### src/rtl/vga_timing_pkg.sv
// rtl/vga_timing_pkg.sv - default 800x600 SVGA @ 50 MHz raster timing constants
package vga_timing_pkg;

  localparam int ADDR_W = 11;

  localparam int H_SYNC_DEF   = 120;
  localparam int H_BACK_DEF   = 64;
  localparam int H_ACTIVE_DEF = 800;
  localparam int H_FRONT_DEF  = 56;
  localparam int V_SYNC_DEF   = 6;
  localparam int V_BACK_DEF   = 23;
  localparam int V_ACTIVE_DEF = 600;
  localparam int V_FRONT_DEF  = 37;

  localparam int H_TOTAL_DEF = H_SYNC_DEF + H_BACK_DEF + H_ACTIVE_DEF + H_FRONT_DEF;
  localparam int V_TOTAL_DEF = V_SYNC_DEF + V_BACK_DEF + V_ACTIVE_DEF + V_FRONT_DEF;
  localparam int H_START_DEF = H_SYNC_DEF + H_BACK_DEF;
  localparam int V_START_DEF = V_SYNC_DEF + V_BACK_DEF;

endpackage

### src/rtl/vga_axis_counter.sv
// rtl/vga_axis_counter.sv - wrapping raster position counter with sync and active window decode
module vga_axis_counter
  import vga_timing_pkg::*;
#(
  parameter int TOTAL  = H_TOTAL_DEF,
  parameter int SYNC   = H_SYNC_DEF,
  parameter int START  = H_START_DEF,
  parameter int ACTIVE = H_ACTIVE_DEF
) (
  input  logic              clk,
  input  logic              rst_n,
  input  logic              en,
  output logic              wrap,
  output logic              in_sync,
  output logic              in_active,
  output logic [ADDR_W-1:0] offset
);

  localparam logic [ADDR_W-1:0] LAST     = ADDR_W'(TOTAL - 1);
  localparam logic [ADDR_W-1:0] SYNC_END = ADDR_W'(SYNC);
  localparam logic [ADDR_W-1:0] ACT_BEG  = ADDR_W'(START);
  localparam logic [ADDR_W-1:0] ACT_END  = ADDR_W'(START + ACTIVE);

  logic [ADDR_W-1:0] cnt;

  always_ff @(posedge clk or negedge rst_n) begin
    if (!rst_n) begin
      cnt <= '0;
    end else if (en) begin
      cnt <= (cnt == LAST) ? '0 : cnt + ADDR_W'(1);
    end
  end

  assign wrap      = en && (cnt == LAST);
  assign in_sync   = (cnt < SYNC_END);
  assign in_active = (cnt >= ACT_BEG) && (cnt < ACT_END);
  // Only meaningful while in_active; the caller gates it, so wrap-around below START is harmless.
  assign offset    = cnt - ACT_BEG;

endmodule

### src/rtl/vga_sync_module.sv
// rtl/vga_sync_module.sv - VGA raster timing: hsync/vsync, active qualifier, pixel column/row
// Optional VGA_FRAME_TICK_EN adds frame_tick/frame_cnt for the falling-piece gravity timer.
module vga_sync_module
  import vga_timing_pkg::*;
#(
  parameter int   H_SYNC   = H_SYNC_DEF,
  parameter int   H_BACK   = H_BACK_DEF,
  parameter int   H_ACTIVE = H_ACTIVE_DEF,
  parameter int   H_FRONT  = H_FRONT_DEF,
  parameter int   V_SYNC   = V_SYNC_DEF,
  parameter int   V_BACK   = V_BACK_DEF,
  parameter int   V_ACTIVE = V_ACTIVE_DEF,
  parameter int   V_FRONT  = V_FRONT_DEF,
  parameter logic SYNC_POL = 1'b1
) (
  input  logic              clk,
  input  logic              rst_n,
  output logic              hsync,
  output logic              vsync,
  output logic              ready_sig,
  output logic [ADDR_W-1:0] col_addr_sig,
  output logic [ADDR_W-1:0] row_addr_sig
`ifdef VGA_FRAME_TICK_EN
  ,
  output logic              frame_tick,
  output logic [7:0]        frame_cnt
`endif
);

  localparam int H_TOTAL = H_SYNC + H_BACK + H_ACTIVE + H_FRONT;
  localparam int V_TOTAL = V_SYNC + V_BACK + V_ACTIVE + V_FRONT;
  localparam int H_START = H_SYNC + H_BACK;
  localparam int V_START = V_SYNC + V_BACK;

  logic              line_end, frame_end;
  logic              h_sync_win, v_sync_win, h_act, v_act, active;
  logic [ADDR_W-1:0] h_off, v_off;

  vga_axis_counter #(
    .TOTAL (H_TOTAL),
    .SYNC  (H_SYNC),
    .START (H_START),
    .ACTIVE(H_ACTIVE)
  ) u_h_axis (
    .clk      (clk),
    .rst_n    (rst_n),
    .en       (1'b1),
    .wrap     (line_end),
    .in_sync  (h_sync_win),
    .in_active(h_act),
    .offset   (h_off)
  );

  vga_axis_counter #(
    .TOTAL (V_TOTAL),
    .SYNC  (V_SYNC),
    .START (V_START),
    .ACTIVE(V_ACTIVE)
  ) u_v_axis (
    .clk      (clk),
    .rst_n    (rst_n),
    .en       (line_end),
    .wrap     (frame_end),
    .in_sync  (v_sync_win),
    .in_active(v_act),
    .offset   (v_off)
  );

  assign active = h_act && v_act;

  always_ff @(posedge clk or negedge rst_n) begin
    if (!rst_n) begin
      hsync        <= ~SYNC_POL;
      vsync        <= ~SYNC_POL;
      ready_sig    <= 1'b0;
      col_addr_sig <= '0;
      row_addr_sig <= '0;
    end else begin
      hsync        <= h_sync_win ? SYNC_POL : ~SYNC_POL;
      vsync        <= v_sync_win ? SYNC_POL : ~SYNC_POL;
      ready_sig    <= active;
      col_addr_sig <= active ? h_off : '0;
      row_addr_sig <= active ? v_off : '0;
    end
  end

`ifdef VGA_FRAME_TICK_EN
  // at_origin mirrors "counters sit at h=0, v=0"; true straight out of reset as well.
  logic at_origin;

  always_ff @(posedge clk or negedge rst_n) begin
    if (!rst_n) begin
      at_origin  <= 1'b1;
      frame_tick <= 1'b0;
      frame_cnt  <= '0;
    end else begin
      at_origin  <= frame_end;
      frame_tick <= at_origin;
      frame_cnt  <= frame_cnt + {7'd0, frame_tick};
    end
  end
`else
  logic unused_frame_end;
  assign unused_frame_end = frame_end;
`endif

endmodule

### config.mk
export PLATFORM = sky130hd
export DESIGN_NAME = vga_sync_module
export DESIGN_NICKNAME = d
export VERILOG_FILES = /design/src/rtl/vga_timing_pkg.sv /design/src/rtl/vga_axis_counter.sv /design/src/rtl/vga_sync_module.sv
export SDC_FILE = /design/constraint.sdc
export NUM_CORES = 1
export LEC_CHECK = 0
export ABC_AREA = 1
export BUFFER_PORTS_ARGS = -buffer_cell sky130_fd_sc_hd__clkbuf_2
export CORE_MARGIN = 2
export CORE_UTILIZATION = 58
export CTS_CLUSTER_SIZE = 28
export DETAILED_ROUTE_END_ITERATION = 10
export GPL_ROUTABILITY_DRIVEN = 0
export PLACE_DENSITY_LB_ADDON = 0.05
export SLEW_MARGIN = 10
export SYNTH_ARGS = -nofsm -noshare
export SYNTH_HDL_FRONTEND = slang
export SYNTH_SLANG_ARGS = --single-unit
export TNS_END_PERCENT = 1
### constraint.sdc
create_clock -name clk -period 1.7 [get_ports clk]
set_input_delay 0.17 -clock clk [delete_from_list [all_inputs] [get_ports clk]]
set_output_delay 0.17 -clock clk [all_outputs]
set_load 0.05 [all_outputs]
**Yosys cells after proc, flatten, opt, wreduce, memory -nomap -nowiden**

Cells that the tools add are included.

- Flip-flop bits (word level): 47
- Output and inout bits: 25

- $add $sub $neg: 4
- Magnitude comparators: 6
- Equality and inequality tests: 2
- Mux-type cells: 6
- Reduce and logical (&&, ||, !) cells: 3

Operators by type and width:

| cell | count |
|---|---|
| $mux W11 | 4 |
| $add A11 B1 Y11 const B | 2 |
| $lt A11 B10 Y1 const B | 2 |
| $eq A11 B10 Y1 const B | 1 |
| $eq A11 B11 Y1 const B | 1 |
| $ge A11 B5 Y1 const B | 1 |
| $ge A11 B8 Y1 const B | 1 |
| $lt A11 B3 Y1 const B | 1 |
| $lt A11 B7 Y1 const B | 1 |
| $sub A11 B5 Y11 const B | 1 |
| $sub A11 B8 Y11 const B | 1 |
| $logic_and A1 B1 Y1 | 3 |
| $mux W1 | 2 |

**Longest topological paths before layout**

Gate-level depths: netlist of the first run.

- Depth in word-level cells: 4
- Mapped depth: 11
- Mapped depth without buffers: 10

**Cells and area by module**

From an unflattened synthesis of the first run, not the netlist that was laid out.

- Cells, all modules: 330
- Area total of the unflattened synthesis: 2632.5 um^2

By module, submodules not included:

| module | times used | cells each | area an instance (um^2) |
|---|---|---|---|
| vga_axis_counter at u_v_axis | 1 | 145 | 957.2 |
| vga_sync_module | 1 | 74 | 884.6 |
| vga_axis_counter at u_h_axis | 1 | 111 | 790.8 |

**Worst setup path before layout of the first run**

OpenSTA, ideal clock, no wires.

- Path type: reg2reg
- Start: reg u_h_axis.cnt[0]
- End: reg u_v_axis.cnt[3]
- Setup time: 0.128 ns
- Data arrival time: 1.327 ns
- Required time: 1.572 ns
- Slack: 0.245 ns
- Cell stages (with the launch flop): 8
- Path buffers: 1
- Clock period less this slack: 1.455 ns
- Cell sequence: dfrtp_1 > ha_1 > nand2_2 > nor2_4 > inv_2 > nor3_4 > buf_6 > o21ai_0

- Word-level cells in the longest chain between the ends: 1

RTL lines:

| item | RTL line | RTL |
|---|---|---|
| start: declaration | vga_axis_counter.sv:24 | `logic [ADDR_W-1:0] cnt;` |
| start signal: assignment | vga_axis_counter.sv:30 | `cnt <= (cnt == LAST) ? '0 : cnt + ADDR_W'(1);` |
| $eq A11 B11 Y1 | vga_axis_counter.sv:34 | `assign wrap = en && (cnt == LAST);` |
| end signal: assignment | vga_axis_counter.sv:30 |  |
| end: declaration | vga_axis_counter.sv:24 |  |

No other way between the ends.
A chain may end at the register's enable or synchronous reset.

**Worst setup path after layout of the first run**

- Start: reg u_v_axis.cnt[3]
- End: reg row_addr_sig[6]

- Word-level cells in the longest chain between the ends: 4
- Elaborated cells between the ends (all ways): 6
- Those cells by class: 1 x add/sub; 2 x order compare; 1 x mux; 2 x reduce/logical

RTL lines:

| item | RTL line | RTL |
|---|---|---|
| $ge A11 B5 Y1 or $lt A11 B10 Y1 (tied branches) | vga_axis_counter.sv:36 | `assign in_active = (cnt >= ACT_BEG) && (cnt < ACT_END);` |
| $logic_and A1 B1 Y1 | vga_axis_counter.sv:36 |  |
| $logic_and A1 B1 Y1 | vga_sync_module.sv:69 | `assign active = h_act && v_act;` |
| $mux W11 * | vga_sync_module.sv:83 | `row_addr_sig <= active ? v_off : '0;` |
| end signal: assignment | vga_sync_module.sv:83 |  |
| end: declaration | vga_sync_module.sv:22 | `output logic [ADDR_W-1:0] row_addr_sig` |

Mark *: on every way between the ends. The rest lies on a longest branch, timed or not.

==> results.yml, run 1 <==
critical_path:
  cp_num_buf_inv: 3
  critical_path_arrival_ns: 1.77
  crit_path_frequent_cell: "nand2_1"
  cp.required_ns: 1.93
  path_depth: 10
  timing.rr.start: "u_v_axis.cnt[3]$_DFFE_PN0N_"
  max_stage_delay_ns: 0.45
  critPathKind: "flop to flop"
  cp_slowest_cell: "dfrtp_1"
  worstPathMaxFanout: 20
  r2r_setup_slack_ns: 0.16
  cp_cell_sequence: "nand2_1 -> inv_1 -> nand2_1 -> nand2_1 -> nand2_1 -> nand2_1 -> inv_1 -> nand3_2 -> buf_12 -> nor2_1"
  end_kind: "flop"
  r2r_end: "row_addr_sig[6]$_DFF_PN0_"
  r2r_cells: 10
  critPathTopFamily: "simple AND/OR/NAND/NOR gates"
  crit_path_start_kind: "flop"
floorplanning:
  start_util_pct: 59.9
  top_level_ports: 27
  core_area_sq_mm: 0.00400
  core.rowCount: 23
  die_h_um: 68.3
  die_w_um: 68.3
  die_area_sq_mm: 0.00466
place:
  port_buffers: 26
  dpl.hpwl_um: 3440
clock_tree:
  cts_root_buffer: "clkbuf_8"
  insertion_delay_ns: 0.30
  post_cts_buffers: 0
  path_clk_slew_ns: 0.09
  cts_tree: "built"
  cts.path.max_buffers: 2
  cts.sinks: 47
  cts_made_buffers: 5
  htree_levels: 2
sta:
  maxSlewViolCount: 0
  slew_headroom_pct: 61.7
  hold_viol_final: 0
  skew_ns: 0.00465
  tns_ns: 0
  finalSetupViolCount: 0
  fin_crit_ns: 1.54
  worst_pin_slew_ns: 0.575
  timing.fmax_ghz: 0.650
  rsz0062_at_grt: "no"
  finalCritPeriodShare_pct: 90.4
  hold_slack_ns: 0.485
grt:
  antenna_found_initial: 0
  overflow: 0
  grt_pass1_vias: 1682
  grt_max_degree: 48
  grtUsageTotal_pct: 22.7
  grt_first_pass_wirelength_um: 7850
yosys:
  yosys-top-cells-count: "nand2_1, nor2_1, dfrtp_1"
  synth_top_cell_by_area: "dfrtp_1"
  yosysWarnings: 0
  synth_ff_type: "dfrtp_1"
  synthArstFlopShare_pct: 100
  synth_most_common_cell: "nand2_1"
  ys_ff_latch: 47
  synth_edf_count: 0
  postSynthCellCount: 298
  syn_area_sq_mm: 0.00239
  synth_top_area_share_pct: 49.1
  netlist_top_cells_area: "dfrtp_1, nand2_1, nor2_1, xor2_1, inv_1"
  synthDistinctLibCells: 23
  syn_avg_cell_area_sq_um: 8.04
  synth.net_count: 306
  yosysSeqAreaShare_pct: 49.1
final_layout:
  fill_cells: 335
  fin_nets: 342
  drive_gt1_share_pct: 17.0
  seqCellArea_sq_mm: 0.00118
  multiInputGateArea_sq_mm: 0.00103
  diodes: 0
  syn_to_final_growth_pct: 13.8
  final_util_pct: 68.1
routing:
  wirelength_um: 4760
  drc: 0
  viasPerCell: 4.97
  dr.pass1.iters: 4
  vias: 1913
  wire_per_inst_um: 12.4
  ant_nets: 0
  drtIter0Drc: 141
pwr:
  vdd.ir_drop.worst_uv: 440
  p_per_area_mw_per_mm2: 658
  leakage_nw: 1.53
status:
  outcome: "finished clean"
flow_run:
  max_cap_viol_count: 0
hold_path:
  min_path_type: "primary input to asynchronous set/reset pin"
[per-stage QoR]
| stage | instance area (sq um) | setup WS [ns] | power (W) | instances |
|---|---|---|---|---|
| floorplan | 2390 | 0.245 | 0.00114 | 298 |
| global placement | 2620 | 0.173 | 0.00116 | 376 |
| detailed placement | 2620 | 0.135 | 0.00116 | 376 |
| CTS | 2720 | 0.0827 | 0.00181 | 385 |
| global route | 2730 | 0.00912 | 0.00186 | 385 |
| finish | 2730 | 0.162 | 0.00179 | 385 |
[layout by cell type (no fill, tap or decap), types with 5 or more instances in the layout]
master,synthesis,routed
inv_1,35,34
ha_1,6,6
nand4_1,6,6
buf_4,2,8
nor2_1,58,57
clkbuf_2,0,26
nand3_1,22,21
nor3_1,6,6
o21ai_0,10,10
nand2_1,62,62
dfrtp_1,47,46
clkbuf_8,0,5
inv_2,5,6
xor2_1,16,16
[state kept, by name (all words and copies together), names as in the netlist]
signal        flops
ready_sig         1
col_addr_sig     11
u_h_axis.cnt     11
hsync             1
row_addr_sig     11
vsync             1
u_v_axis.cnt     11
[layer usage]
layer / up-vias / global-route usage (%) / part of all wire [%]
met4: 0 / 5.25 / 0.76
met3: 4 / 3.95 / 6.7
met2: 67 / 33.1 / 41
met1: 846 / 34.9 / 51
met5: - / 0 / 0
li1: 996 / - / -
[report_power, final]
group | total, W | switching, W | internal [W]
logic | 0.0000246 | 0.0000208 | 0.00000380
registers | 0.00112 | 0 | 0.00112
clock network | 0.000653 | 0.000365 | 0.000288
total | 0.00179 | 0.000386 | 0.00141
[how the worst max path moves through the flow]
stage                                 from                           to  slack (ns)
2_1_floorplan    u_h_axis.cnt[0]$_DFF_PN0_  u_v_axis.cnt[3]$_DFFE_PN0N_        0.24
4_1_cts        u_v_axis.cnt[0]$_DFFE_PN0N_   row_addr_sig[10]$_DFF_PN0_        0.08
6_report       u_v_axis.cnt[3]$_DFFE_PN0N_    row_addr_sig[6]$_DFF_PN0_        0.16
5_1_grt        u_v_axis.cnt[8]$_DFFE_PN0N_    row_addr_sig[3]$_DFF_PN0_       0.009
3_5_place_dp   u_v_axis.cnt[0]$_DFFE_PN0N_   row_addr_sig[10]$_DFF_PN0_        0.14
3_3_place_gp   u_v_axis.cnt[3]$_DFFE_PN0N_    col_addr_sig[3]$_DFF_PN0_        0.17
[final cells by class]
| type | instances | share of cell area [%] |
|---|---|---|
| Timing Repair Buffer | 36 | 8.08 |
| Tap cell | 50 | 2.30 |
| Inverter | 40 | 5.51 |
| Clock inverter | 2 | 0.459 |
| Multi-Input combinational cell | 204 | 37.8 |
| Clock buffer | 6 | 2.66 |
| Sequential cell | 47 | 43.2 |
[cell families (layout without fill, tap and decap cells)]
kind of cell	Yosys count	after routing	share of synthesized area [%]
compound gates	17	17	3.55
xor+xnor	16	16	5.85
fa+ha+maj	6	6	3.13
buf+inv	47	84	8.20
flops	47	47	49.1
simple gates	165	165	30.1
[tightest hold or removal path, stage by stage]
cell and delay, ns:
dlygate4sd3_1 0.52, clkbuf_2 0.10, buf_4 0.48
[timing repair]
item / 4_1_cts / 5_1_grt
resized for setup: 0 / 4
hold buffers: 1 / 0
hold endpoints to repair: 47 / 0
setup endpoints to repair: 0 / 12
Note: power is estimated with default switching activity, not from simulation.
==> inputs of run 2 (changes only) <==
--- a/config.mk
+++ b/config.mk
@@ -8,7 +8,7 @@
 export ABC_AREA = 1
 export BUFFER_PORTS_ARGS = -buffer_cell sky130_fd_sc_hd__clkbuf_2
 export CORE_MARGIN = 2
-export CORE_UTILIZATION = 58
+export CORE_UTILIZATION = 45
 export CTS_CLUSTER_SIZE = 28
 export DETAILED_ROUTE_END_ITERATION = 10
 export GPL_ROUTABILITY_DRIVEN = 0
@@ -16,5 +16,6 @@
 export SLEW_MARGIN = 10
 export SYNTH_ARGS = -nofsm -noshare
 export SYNTH_HDL_FRONTEND = slang
+export SYNTH_HIERARCHICAL = 1
 export SYNTH_SLANG_ARGS = --single-unit
 export TNS_END_PERCENT = 1
==> run 2 against run 1 <==
  * Sequential cell count unchanged
  * Largest cell class is now multi-input combinational cells
  * Synthesized area increased by 9.9%
  * Non-clock buffer count increased by 15
  * Register-to-register slack got worse by 0.09 ns
  * Hold slack improved by 0.0025 ns
  * Sequential share of layout area decreased by 6.2 points
  * Final cell count increased by 19%
  * Combinational power increased to 24 times the previous value
==> results.yml, run 2 <==
sta:
  skew_ns: 0.0117
  fin_crit_ns: 1.63
  timing.fmax_ghz: 0.614
  rsz0062_at_grt: "yes"
  finalSetupViolCount: 0
  maxSlewViolCount: 0
  worst_pin_slew_ns: 0.578
  hold_viol_final: 0
  tns_ns: 0
  slew_headroom_pct: 61.4
  finalCritPeriodShare_pct: 95.8
pwr:
  vdd.ir_drop.worst_uv: 654
  p_per_area_mw_per_mm2: 848
  leakage_nw: 1.77
grt:
  busiest_layer: "met1"
  grtUsageTotal_pct: 17.6
  grt_max_degree: 48
  met3_usage_pct: 3.48
  grtUsageMet2_pct: 24.9
  grt_first_pass_wirelength_um: 8750
  antenna_found_initial: 0
  grt_pass1_vias: 1914
  overflow: 0
  grt_use_met1_pct: 26.2
critical_path:
  end_kind: "flop"
  worstPathMaxFanout: 5
  critPathKind: "flop to flop"
  cp_slowest_cell: "dfrtp_1"
  cp_cell_sequence: "nor2_1 -> nand2_1 -> nor2_4 -> nand3_2 -> inv_4 -> nand3_1 -> nor2_4 -> nand2_1 -> xor2_1 -> inv_1"
  cp.required_ns: 1.89
  max_stage_delay_ns: 0.38
  critical_path_arrival_ns: 1.82
  crit_path_start_kind: "flop"
yosys:
  synthArstFlopShare_pct: 100
  syn_avg_cell_area_sq_um: 7.98
  synth_most_common_cell: "nand2_1"
  synth_edf_count: 0
  yosysWarnings: 6
  syn_area_sq_mm: 0.00263
  yosysSeqAreaShare_pct: 44.7
  ys_ff_latch: 47
  synthDistinctLibCells: 27
  synth_top_area_share_pct: 44.7
  synth_ff_type: "dfrtp_1"
  yosys-top-cells-count: "nand2_1, inv_1, dfrtp_1"
  synth_top_cell_by_area: "dfrtp_1"
  netlist_top_cells_area: "dfrtp_1, nand2_1, inv_1, xor2_1, nor2_1"
  postSynthCellCount: 330
routing:
  viasPerCell: 4.38
  dr.pass1.iters: 4
  wire_per_inst_um: 10.9
  wirelength_um: 4990
  drc: 0
  drtIter0Drc: 79
  vias: 2000
  ant_nets: 0
clock_tree:
  cts_root_buffer: "clkbuf_8"
  cts_tree: "built"
  path_clk_slew_ns: 0.09
  htree_levels: 2
  cts.path.max_buffers: 2
  insertion_delay_ns: 0.30
  cts_made_buffers: 5
  cts.sinks: 47
hold_path:
  min_path_type: "primary input to asynchronous set/reset pin"
place:
  post-place-cells: 445
  dpl.hpwl_um: 3680
  port_buffers: 26
final_layout:
  fill_cells: 527
  drive_gt1_share_pct: 29.9
  mostFrequentLayoutCells: "nand2_1, inv_1, dfrtp_1"
  diodes: 0
  mostFrequentLayoutCell: "nand2_1"
  seqCellArea_sq_mm: 0.00118
  instances_no_fill: 457
  multiInputGateArea_sq_mm: 0.00121
  syn_to_final_growth_pct: 21.1
  fin_nets: 392
status:
  outcome: "finished clean"
floorplanning:
  die_area_sq_mm: 0.00648
  die_h_um: 80.5
  core.rowCount: 27
  top_level_ports: 27
  start_util_pct: 47.2
  die_w_um: 80.5
  core_area_sq_mm: 0.00557
flow_run:
  max_cap_viol_count: 0
run 2: cell types whose count changed in the layout (fill, tap and decap cells not counted), moves of 5 or more:
cell and delta:
inv_1 +28, nor2_1 -27, nor2_2 +21, buf_4 +14
conb_1 +7, nor2_4 +7, nand2_2 +6, o21ai_0 -5
run 2: what timing repair did:
action	4_1_cts	5_1_grt
endpoints found under the setup margin	0	30
hold buffers	1	0
gates resized for setup	0	20
setup buffers	0	3
hold endpoints to repair	47	0
run 2: kinds of logic after synthesis:
group | Yosys count | share of synthesized area [%]
simple gates | 170 | 31.5
fa+ha+maj | 6 | 2.85
other cells | 1 | 0.142
flops | 47 | 44.7
xor+xnor | 17 | 5.66
compound gates | 13 | 2.71
buf+inv | 76 | 12.5
run 2: final cells by class:
class / count / area share, %
Clock inverter: 2 / 1.10
Inverter: 66 / 7.85
Sequential cell: 47 / 37.0
Multi-Input combinational cell: 213 / 37.8
Clock buffer: 6 / 2.59
Tap cell: 72 / 2.83
Timing Repair Buffer: 51 / 10.8
run 2: worst paths after layout:
check	from	to	slack, ns	cells after the start
max	u_h_axis/cnt[6]$_DFFE_PN0P_	u_v_axis/cnt[8]$_DFFE_PN0P_	0.07	10
min in group clk	u_h_axis/cnt[10]$_DFFE_PN0P_	hsync$_DFF_PN0_	0.58	2
max reg2reg	u_h_axis/cnt[6]$_DFFE_PN0P_	u_v_axis/cnt[8]$_DFFE_PN0P_	0.07	10
max in group asynchronous	rst_n	u_v_axis/cnt[3]$_DFFE_PN0P_	0.79	3
min reg2reg	u_h_axis/cnt[10]$_DFFE_PN0P_	hsync$_DFF_PN0_	0.58	2
min	rst_n	col_addr_sig[4]$_DFF_PN0_	0.49	3
run 2: stage by stage:
stage	util, %	cell area (sq um)	hold slack (ns)	setup slack [ns]	power [W]
finish	57.2	3190	0.488	0.0707	0.00270
global route	57.2	3190	0.575	-0.0735	0.00289
CTS	55.7	3100	0.509	0.00616	0.00271
detailed placement	53.4	2980	0.303	0.0199	0.00184
global placement	53.4	2980	0.299	0.00627	0.00183
floorplan	-	2660	-0.126	0.0199	0.00169
run 2: critical path, delay by kind of cell (launching register included):
| family | cells | cell delay, ns |
|---|---|---|
| and+or+nand+nor | 7 | 0.88 |
| DFF | 1 | 0.38 |
| buffers and inverters | 2 | 0.15 |
| xor gates and xnor gates | 1 | 0.13 |
run 2: per-layer routing:
layer | part of all wire, % | vias up | routed length, um
li1 | - | 1079 | -
met1 | 54 | 874 | 2680
met2 | 40 | 39 | 2000
met3 | 4.9 | 8 | 243
met4 | 1.4 | 0 | 72
met5 | 0 | - | 0
run 2: power by group:
group	internal [W]	total (W)	leakage (nW)	switching, W
combinational	0.000242	0.000593	1.12	0.000351
clock	0.000476	0.000852	0.0612	0.000376
sequential	0.00119	0.00126	0.590	0.0000702
total	0.00191	0.00270	1.77	0.000797
